### src/rtl/led_status_pkg.sv
// -----------------------------------------------------------------------------
// led_status_pkg
// Shared definitions for the LED status driver.
//   - MODE_OFF / MODE_ON / MODE_STRETCH / MODE_BLINK : 2-bit per-channel mode codes
//   - ch_state_t : stretch state of one channel (CH_IDLE, CH_HOLD)
//   - cnt_width() : bits needed for a counter that runs 0..count-1 (minimum 1)
// -----------------------------------------------------------------------------
package led_status_pkg;

   typedef logic [1:0] mode_t;

   localparam mode_t MODE_OFF     = 2'b00;
   localparam mode_t MODE_ON      = 2'b01;
   localparam mode_t MODE_STRETCH = 2'b10;
   localparam mode_t MODE_BLINK   = 2'b11;

   typedef enum logic {
      CH_IDLE = 1'b0,
      CH_HOLD = 1'b1
   } ch_state_t;

   // Width of a counter holding the values 0..count-1; never narrower than 1 bit.
   function automatic int cnt_width(input int count);
      return (count <= 2) ? 1 : $clog2(count);
   endfunction

endpackage

### src/rtl/led_channel.sv
// -----------------------------------------------------------------------------
// led_channel
// One LED channel: decodes the channel mode and owns the STRETCH state machine
// and its hold counter. The LED output is registered.
// Ports:
//   clk          in   system clock
//   reset        in   synchronous, active-high
//   mode         in   2-bit mode: OFF, ON, STRETCH, BLINK
//   evt          in   event level/pulse for STRETCH mode
//   tick         in   one-cycle timebase pulse
//   blink_phase  in   shared blink phase
//   gate         in   brightness gate (constant 1 when PWM is not built)
//   led          out  registered LED drive, active-high
// -----------------------------------------------------------------------------
module led_channel
   import led_status_pkg::*;
#(
   parameter int STRETCH_T = 50
) (
   input  logic  clk,
   input  logic  reset,
   input  mode_t mode,
   input  logic  evt,
   input  logic  tick,
   input  logic  blink_phase,
   input  logic  gate,
   output logic  led
);

   localparam int            SW     = cnt_width(STRETCH_T + 1);
   localparam logic [SW-1:0] S_LOAD = SW'(STRETCH_T);

   ch_state_t     st_q, st_d;
   logic [SW-1:0] cnt_q, cnt_d;
   logic          out_d;

   // Any mode other than STRETCH leaves state IDLE and the counter cleared, so a
   // mode change aborts a running hold and STRETCH is always entered from IDLE.
   always_comb begin
      // NOTE: every signal written here gets a default first, so no path can
      // leave it unassigned and infer a latch.
      st_d  = CH_IDLE;
      cnt_d = '0;
      out_d = 1'b0;
      unique case (mode)
         MODE_ON:    out_d = 1'b1;
         MODE_BLINK: out_d = blink_phase;
         MODE_STRETCH: begin
            st_d  = st_q;
            cnt_d = cnt_q;
            unique case (st_q)
               CH_IDLE: begin
                  if (evt) begin
                     st_d  = CH_HOLD;
                     cnt_d = S_LOAD;
                  end
               end
               CH_HOLD: begin
                  // Retrigger takes priority over both expiry and the tick decrement.
                  if (evt) begin
                     cnt_d = S_LOAD;
                  end else if (cnt_q == '0) begin
                     st_d = CH_IDLE;
                  end else if (tick) begin
                     cnt_d = cnt_q - SW'(1);
                  end
               end
               default: st_d = CH_IDLE;
            endcase
            out_d = (st_d == CH_HOLD);
         end
         default: out_d = 1'b0;
      endcase
   end

   always_ff @(posedge clk) begin
      // NOTE: state registers use non-blocking assignments so every flop samples
      // the values from before this edge, independent of statement order.
      if (reset) begin
         st_q  <= CH_IDLE;
         cnt_q <= '0;
         led   <= 1'b0;
      end else begin
         st_q  <= st_d;
         cnt_q <= cnt_d;
         led   <= out_d & gate;
      end
   end

endmodule

### src/rtl/led_status_driver.sv
// -----------------------------------------------------------------------------
// led_status_driver
// Board status indicator: NUM_LED channels, each off, on, event-stretched or
// blinking, plus a heartbeat divided down from an asynchronous slow clock.
// Holds the shared timebase prescaler, blink generator, heartbeat divider and
// optional PWM; per-channel behaviour lives in led_channel.
// Build option: define LED_PWM_EN to add the brightness port and PWM dimming.
// Ports:
//   clk          in   system clock
//   reset        in   synchronous, active-high
//   mode         in   2*NUM_LED  per channel [2i+1:2i]: 00 OFF, 01 ON, 10 STRETCH, 11 BLINK
//   evt          in   NUM_LED    per-channel event (named evt: 'event' is a reserved word)
//   half_period  in   BLINK_W    shared blink half-period in ticks; 0 behaves as 1
//   hb_src       in   1          asynchronous slow clock for the heartbeat
//   brightness   in   PWM_W      global duty (LED_PWM_EN only)
//   led          out  NUM_LED    registered LED drive, active-high
//   heartbeat    out  1          registered heartbeat square wave
//   tick         out  1          one-cycle timebase pulse
// -----------------------------------------------------------------------------
module led_status_driver
   import led_status_pkg::*;
#(
   parameter int NUM_LED   = 4,
   parameter int CLK_HZ    = 100000000,
   parameter int TICK_HZ   = 1000,
   parameter int STRETCH_T = 50,
   parameter int BLINK_W   = 16,
   parameter int HB_DIV    = 10000000,
   parameter int PWM_W     = 4
) (
   input  logic                 clk,
   input  logic                 reset,
   input  logic [2*NUM_LED-1:0] mode,
   input  logic [NUM_LED-1:0]   evt,
   input  logic [BLINK_W-1:0]   half_period,
   input  logic                 hb_src,
`ifdef LED_PWM_EN
   input  logic [PWM_W-1:0]     brightness,
`endif
   output logic [NUM_LED-1:0]   led,
   output logic                 heartbeat,
   output logic                 tick
);

   // ---------------------------------------------------------------- timebase
   localparam int               PRE_N   = CLK_HZ / TICK_HZ;
   localparam int               PRE_W   = cnt_width(PRE_N);
   localparam logic [PRE_W-1:0] PRE_MAX = PRE_W'(PRE_N - 1);

   logic [PRE_W-1:0] pre_cnt;

   always_ff @(posedge clk) begin
      if (reset) begin
         pre_cnt <= '0;
         tick    <= 1'b0;
      end else if (pre_cnt == PRE_MAX) begin
         pre_cnt <= '0;
         tick    <= 1'b1;
      end else begin
         pre_cnt <= pre_cnt + PRE_W'(1);
         tick    <= 1'b0;
      end
   end

   // ------------------------------------------------------------------- blink
   logic [BLINK_W-1:0] blink_cnt;
   logic [BLINK_W-1:0] blink_last;
   logic               blink_phase;

   // A zero half-period is treated as one tick.
   assign blink_last = (half_period == '0) ? '0 : half_period - BLINK_W'(1);

   // The >= compare lets a shortened half-period wrap on the very next tick
   // instead of running the counter all the way round.
   always_ff @(posedge clk) begin
      if (reset) begin
         blink_cnt   <= '0;
         blink_phase <= 1'b0;
      end else if (tick) begin
         if (blink_cnt >= blink_last) begin
            blink_cnt   <= '0;
            blink_phase <= ~blink_phase;
         end else begin
            blink_cnt <= blink_cnt + BLINK_W'(1);
         end
      end
   end

   // --------------------------------------------------------------- heartbeat
   localparam int              HB_W   = cnt_width(HB_DIV);
   localparam logic [HB_W-1:0] HB_MAX = HB_W'(HB_DIV - 1);

   logic            hb_s1, hb_s2, hb_s3;
   logic            hb_rise;
   logic [HB_W-1:0] hb_cnt;

   // hb_s1/hb_s2 synchronise the asynchronous source; hb_s3 holds the previous
   // synchronised level for edge detection.
   assign hb_rise = hb_s2 & ~hb_s3;

   always_ff @(posedge clk) begin
      if (reset) begin
         hb_s1     <= 1'b0;
         hb_s2     <= 1'b0;
         hb_s3     <= 1'b0;
         hb_cnt    <= '0;
         heartbeat <= 1'b0;
      end else begin
         hb_s1 <= hb_src;
         hb_s2 <= hb_s1;
         hb_s3 <= hb_s2;
         if (hb_rise) begin
            if (hb_cnt == HB_MAX) begin
               hb_cnt    <= '0;
               heartbeat <= ~heartbeat;
            end else begin
               hb_cnt <= hb_cnt + HB_W'(1);
            end
         end
      end
   end

   // --------------------------------------------------------------------- PWM
   logic gate;

`ifdef LED_PWM_EN
   logic [PWM_W-1:0] pwm_cnt;

   always_ff @(posedge clk) begin
      if (reset) begin
         pwm_cnt <= '0;
      end else begin
         pwm_cnt <= pwm_cnt + PWM_W'(1);
      end
   end

   // Full-scale brightness is forced fully on; a strict compare alone would
   // leave one dark slot per PWM period.
   assign gate = (brightness == '1) || (pwm_cnt < brightness);
`else
   assign gate = 1'b1;
`endif

   // ---------------------------------------------------------------- channels
   for (genvar i = 0; i < NUM_LED; i++) begin : g_ch
      led_channel #(
         .STRETCH_T (STRETCH_T)
      ) u_ch (
         .clk         (clk),
         .reset       (reset),
         .mode        (mode[2*i +: 2]),
         .evt         (evt[i]),
         .tick        (tick),
         .blink_phase (blink_phase),
         .gate        (gate),
         .led         (led[i])
      );
   end

endmodule

### config.mk
export PLATFORM = sky130hd
export DESIGN_NAME = led_status_driver
export DESIGN_NICKNAME = d
export VERILOG_FILES = /design/src/rtl/led_status_pkg.sv /design/src/rtl/led_channel.sv /design/src/rtl/led_status_driver.sv
export SDC_FILE = /design/constraint.sdc
export NUM_CORES = 1
export LEC_CHECK = 0
export CAP_MARGIN = 10
export CORE_UTILIZATION = 45
export CTS_CLUSTER_DIAMETER = 120
export DETAILED_ROUTE_END_ITERATION = 8
export PLACE_DENSITY = 0.72
export SLEW_MARGIN = 5
export SYNTH_ARGS = -nofsm -noshare
export SYNTH_HDL_FRONTEND = slang
export SYNTH_HIERARCHICAL = 1
export SYNTH_SLANG_ARGS = --single-unit
export TNS_END_PERCENT = 10
### constraint.sdc
create_clock -name clk -period 3.5 [get_ports clk]
set_input_delay 0.7 -clock clk [delete_from_list [all_inputs] [get_ports clk]]
set_output_delay 0.7 -clock clk [all_outputs]
set_load 0.01 [all_outputs]
==> qor.yml <==
leakagePower_nw: 2.42
placed_cell_area_um2: 5950
final_sum_of_negative_setup_slack_ns: 0
worst_r2r_startpoint: "hb_cnt[0]"
floorplan.die_area_um2: 12100
worstSetupEndpointType: "flip-flop"
place.detailed.instances: 805
synth_edf_count: 0
layout.filler_cells: 984
finalInstanceArea_um2: 6550
gp_routability_congestion: 0.871
synth_top_area_cell: "dfxtp_1"
finish.net_count: 734
average_detailed_routed_wire_length_per_instance_um: 13.8
synth.distinct_cells: 58
regToRegSetupSlack_ns: 1.30
core_area_um2: 11400
worstSetupStartpoint: "half_period[5]"
global_route.usage.total_pct: 19.6
vias_in_the_first_global_route: 4302
synth_top_cells_by_area: "dfxtp_1 (36%), xnor2_1 (7.7%), ha_1 (6.0%), nor2_1 (5.3%), a21oi_1 (3.5%)"
critPathSlowestCell: "or4_4"
critical_path_cell_list: "dlymetal6s2s_1 > or4_4 > nor4_4 > buf_4 > nand2_4 > xnor2_2 > nand2_2 > ha_4 > nand4_1 > a211oi_2 > a32oi_2 > a21boi_2 > mux2_4"
floorplan.die.height_um: 110
yosysTopAreaCellShare_pct: 36.2
tritoncts_num_sinks: 95
post_synth_inst_count: 605
startpoint_types: "input port"
vias: 4544
cts_inserted_buffers: 9
worst_setup_hold_path_clk_slew_ns: 0.06
postSynthRegisterBits: 95
chipWidth_um: 110
power_per_cell_area_nw_per_um2: 358
slowest_delay_ns: 0.58
drtPass1Iterations: 4
cp_top_family: "simple AND/OR/NAND/NOR gates"
leading_register_cell_type_out_of_synthesis: "dfxtp_1"
slew-limit-headroom_pct: 28.1
clock_tree.root_cell: "clkbuf_16"
dr.first_iter.drc_count: 317
endpoint_arrival_time_on_the_critical_path_ns: 3.65
cts_tree: "yes"
synth.top_cells.by_count: "dfxtp_1 (95), nor2_1 (74), nand2_1 (47)"
post_synth_instance_area_um2: 5250
htree_levels: 3
grt_antenna_before_repair: 0
synth_sequential_area_ratio_pct: 36.2
synth_warnings: 6
worstReg2RegEnd: "hb_cnt[10]"
final_antenna_net_count: 0
synth.most_common_cell: "dfxtp_1"
worstPathBufferInverterCount: 2
grt_start_max_net_pins: 30
worstPathMaxFanout: 4
cp.required_ns: 3.73
fin_total_pwr_mw: 2.34
ios: 37
max_clock_freq_mhz: 293
post-route-min-period_ns: 3.42
crit_path_end: "blink_phase"
async_flop_share_pct: 0
grt_first_pass_wirelength_um: 18800
post-dp-hpwl_um: 7950
post-route-period-util_pct: 97.6
flow.area_growth_from_synthesis_pct: 24.8
report.final.setup_viol: 0
clock_tree.buffer_depth: 2
finalMaxSlewViolations: 0
post-place-ws_ns: -0.562
worstSetupPathType: "input port to flip-flop"
antenna_diode_count: 0
worstHoldPathType: "flip-flop to flip-flop"
cts_hold_repair.buffers: 0
overflow: 0
drcViolationCount: 0
timing.critical_path.depth: 13
floorplan.rows: 39
timing.max_cap.violations: 0
instances_no_fill: 826
wl_um: 11400
via_per_inst: 5.50
worstMarginPinSlew_ns: 1.07
placement.io_buffers: 36
finalHoldViolations: 0
starting_utilization_of_the_core_area_pct: 46.2
synth_area_per_cell_um2: 8.67
outcome: "finished, final reports clean"
worst_r2r_path_depth: 6
worstSkewPairLatency_ns: 0.34
share_of_final_layout_standard_cells_stronger_than_drive_strength_1_pct: 17.0
final.setup_skew_ns: 0.00784
worst_ir_drop_vdd_v: 0.000393
setup_ws_ns: 0.0834
==> placed cells by master, fill, tap and decap left out, types with 9 or more instances in the layout <==
master and count:
o21ai_0 9, dfxtp_1 95, a21oi_1 37, nand2_1 44, clkbuf_16 9, clkdlybuf4s50_1 27
nor2_1 72, nand2b_1 13, xor2_1 20, nor2b_1 10, nor3_1 23, nand3_1 24
xnor2_1 44, nor3_2 16, inv_1 21, ha_1 21, nand4_1 12, buf_4 30
dlymetal6s2s_1 9
==> metrics by stage <==
stage / hold slack (ns) / util [%]
global route: 0.473 / 57.6
CTS: 0.448 / 55.6
global placement: 0.423 / 52.3
detailed placement: 0.433 / 52.3
finish: 0.441 / 57.6
floorplan: 0.414 / -
==> layer usage <==
layer / GRT usage [%] / wire, um / share of wire [%] / vias up
met5: 0 / 0 / 0 / -
met3: 4.35 / 469 / 4.1 / 13
met1: 23.3 / 5000 / 44 / 2176
li1: - / - / - / 2278
met4: 6.19 / 163 / 1.4 / 0
met2: 34.9 / 5780 / 51 / 77
==> state kept, by name, summed over array words and instances (netlist names) <==
register         cells
hb_s3                1
tick                 1
hb_s2                1
g_ch.u_ch/cnt_q     24
pre_cnt             17
heartbeat            1
g_ch.u_ch/led        4
blink_phase          1
hb_s1                1
hb_cnt              24
g_ch.u_ch/st_q       4
blink_cnt           16
==> where the power goes <==
group / switching, mW / internal, mW / total, mW
combinational: 0.0944 / 0.0934 / 0.188
sequential: 0.0104 / 1.09 / 1.10
clock: 0.407 / 0.645 / 1.05
==> worst register-to-register path, stage by stage (launching register included) <==
cell and delay (ns):
dfxtp_1 0.39, ha_1 0.18, nand3b_1 0.13, or3b_1 0.55
nor4_4 0.31, or2_2 0.41, nor2_1 0.11
==> how the worst min path moves through the flow <==
stage | depth (start not counted) | startpoint | slack, ns | end
after floorplan | 1 | hb_s1 | 0.41 | hb_s2
after global routing | 1 | hb_s1 | 0.47 | hb_s2
after CTS | 1 | hb_s1 | 0.45 | hb_s2
after global placement | 1 | hb_s1 | 0.42 | hb_s2
after detailed placement | 1 | hb_s1 | 0.43 | hb_s2
final | 1 | hb_s1 | 0.44 | hb_s2
==> final cells by class <==
| cell class | instances | area, um2 | area share, % |
|---|---|---|---|
| inverter | 22 | 82.6 | 1.26 |
| timing repair buffer | 70 | 653 | 9.97 |
| clock buffer | 11 | 243 | 3.71 |
| tap | 143 | 179 | 2.73 |
| sequential | 95 | 1900 | 29.0 |
| clock inverter | 5 | 81.3 | 1.24 |
| multi-input combinational | 480 | 3410 | 52.1 |
==> what timing repair did <==
item / in CTS / in global routing
gates resized for setup: 7 / 45
buffers inserted: 1 / 3
pin swaps: 2 / 24
cloned: 0 / 1
endpoints found under the setup margin: 15 / 17
==> logic make-up (layout without fill, tap and decap cells) <==
group,count (synthesis),in the layout,synth area share [%]
AOI/OAI and AO/OA,84,84,11.3
DFF,95,95,36.2
and+or+nand+nor,294,294,31.7
muxes,3,3,0.596
adders and majority gates,25,25,5.96
other,1,8,0.0715
xor gates and xnor gates,66,66,11.0
buffers and inverters,37,108,3.08
Power figures use the tool's default switching activity.
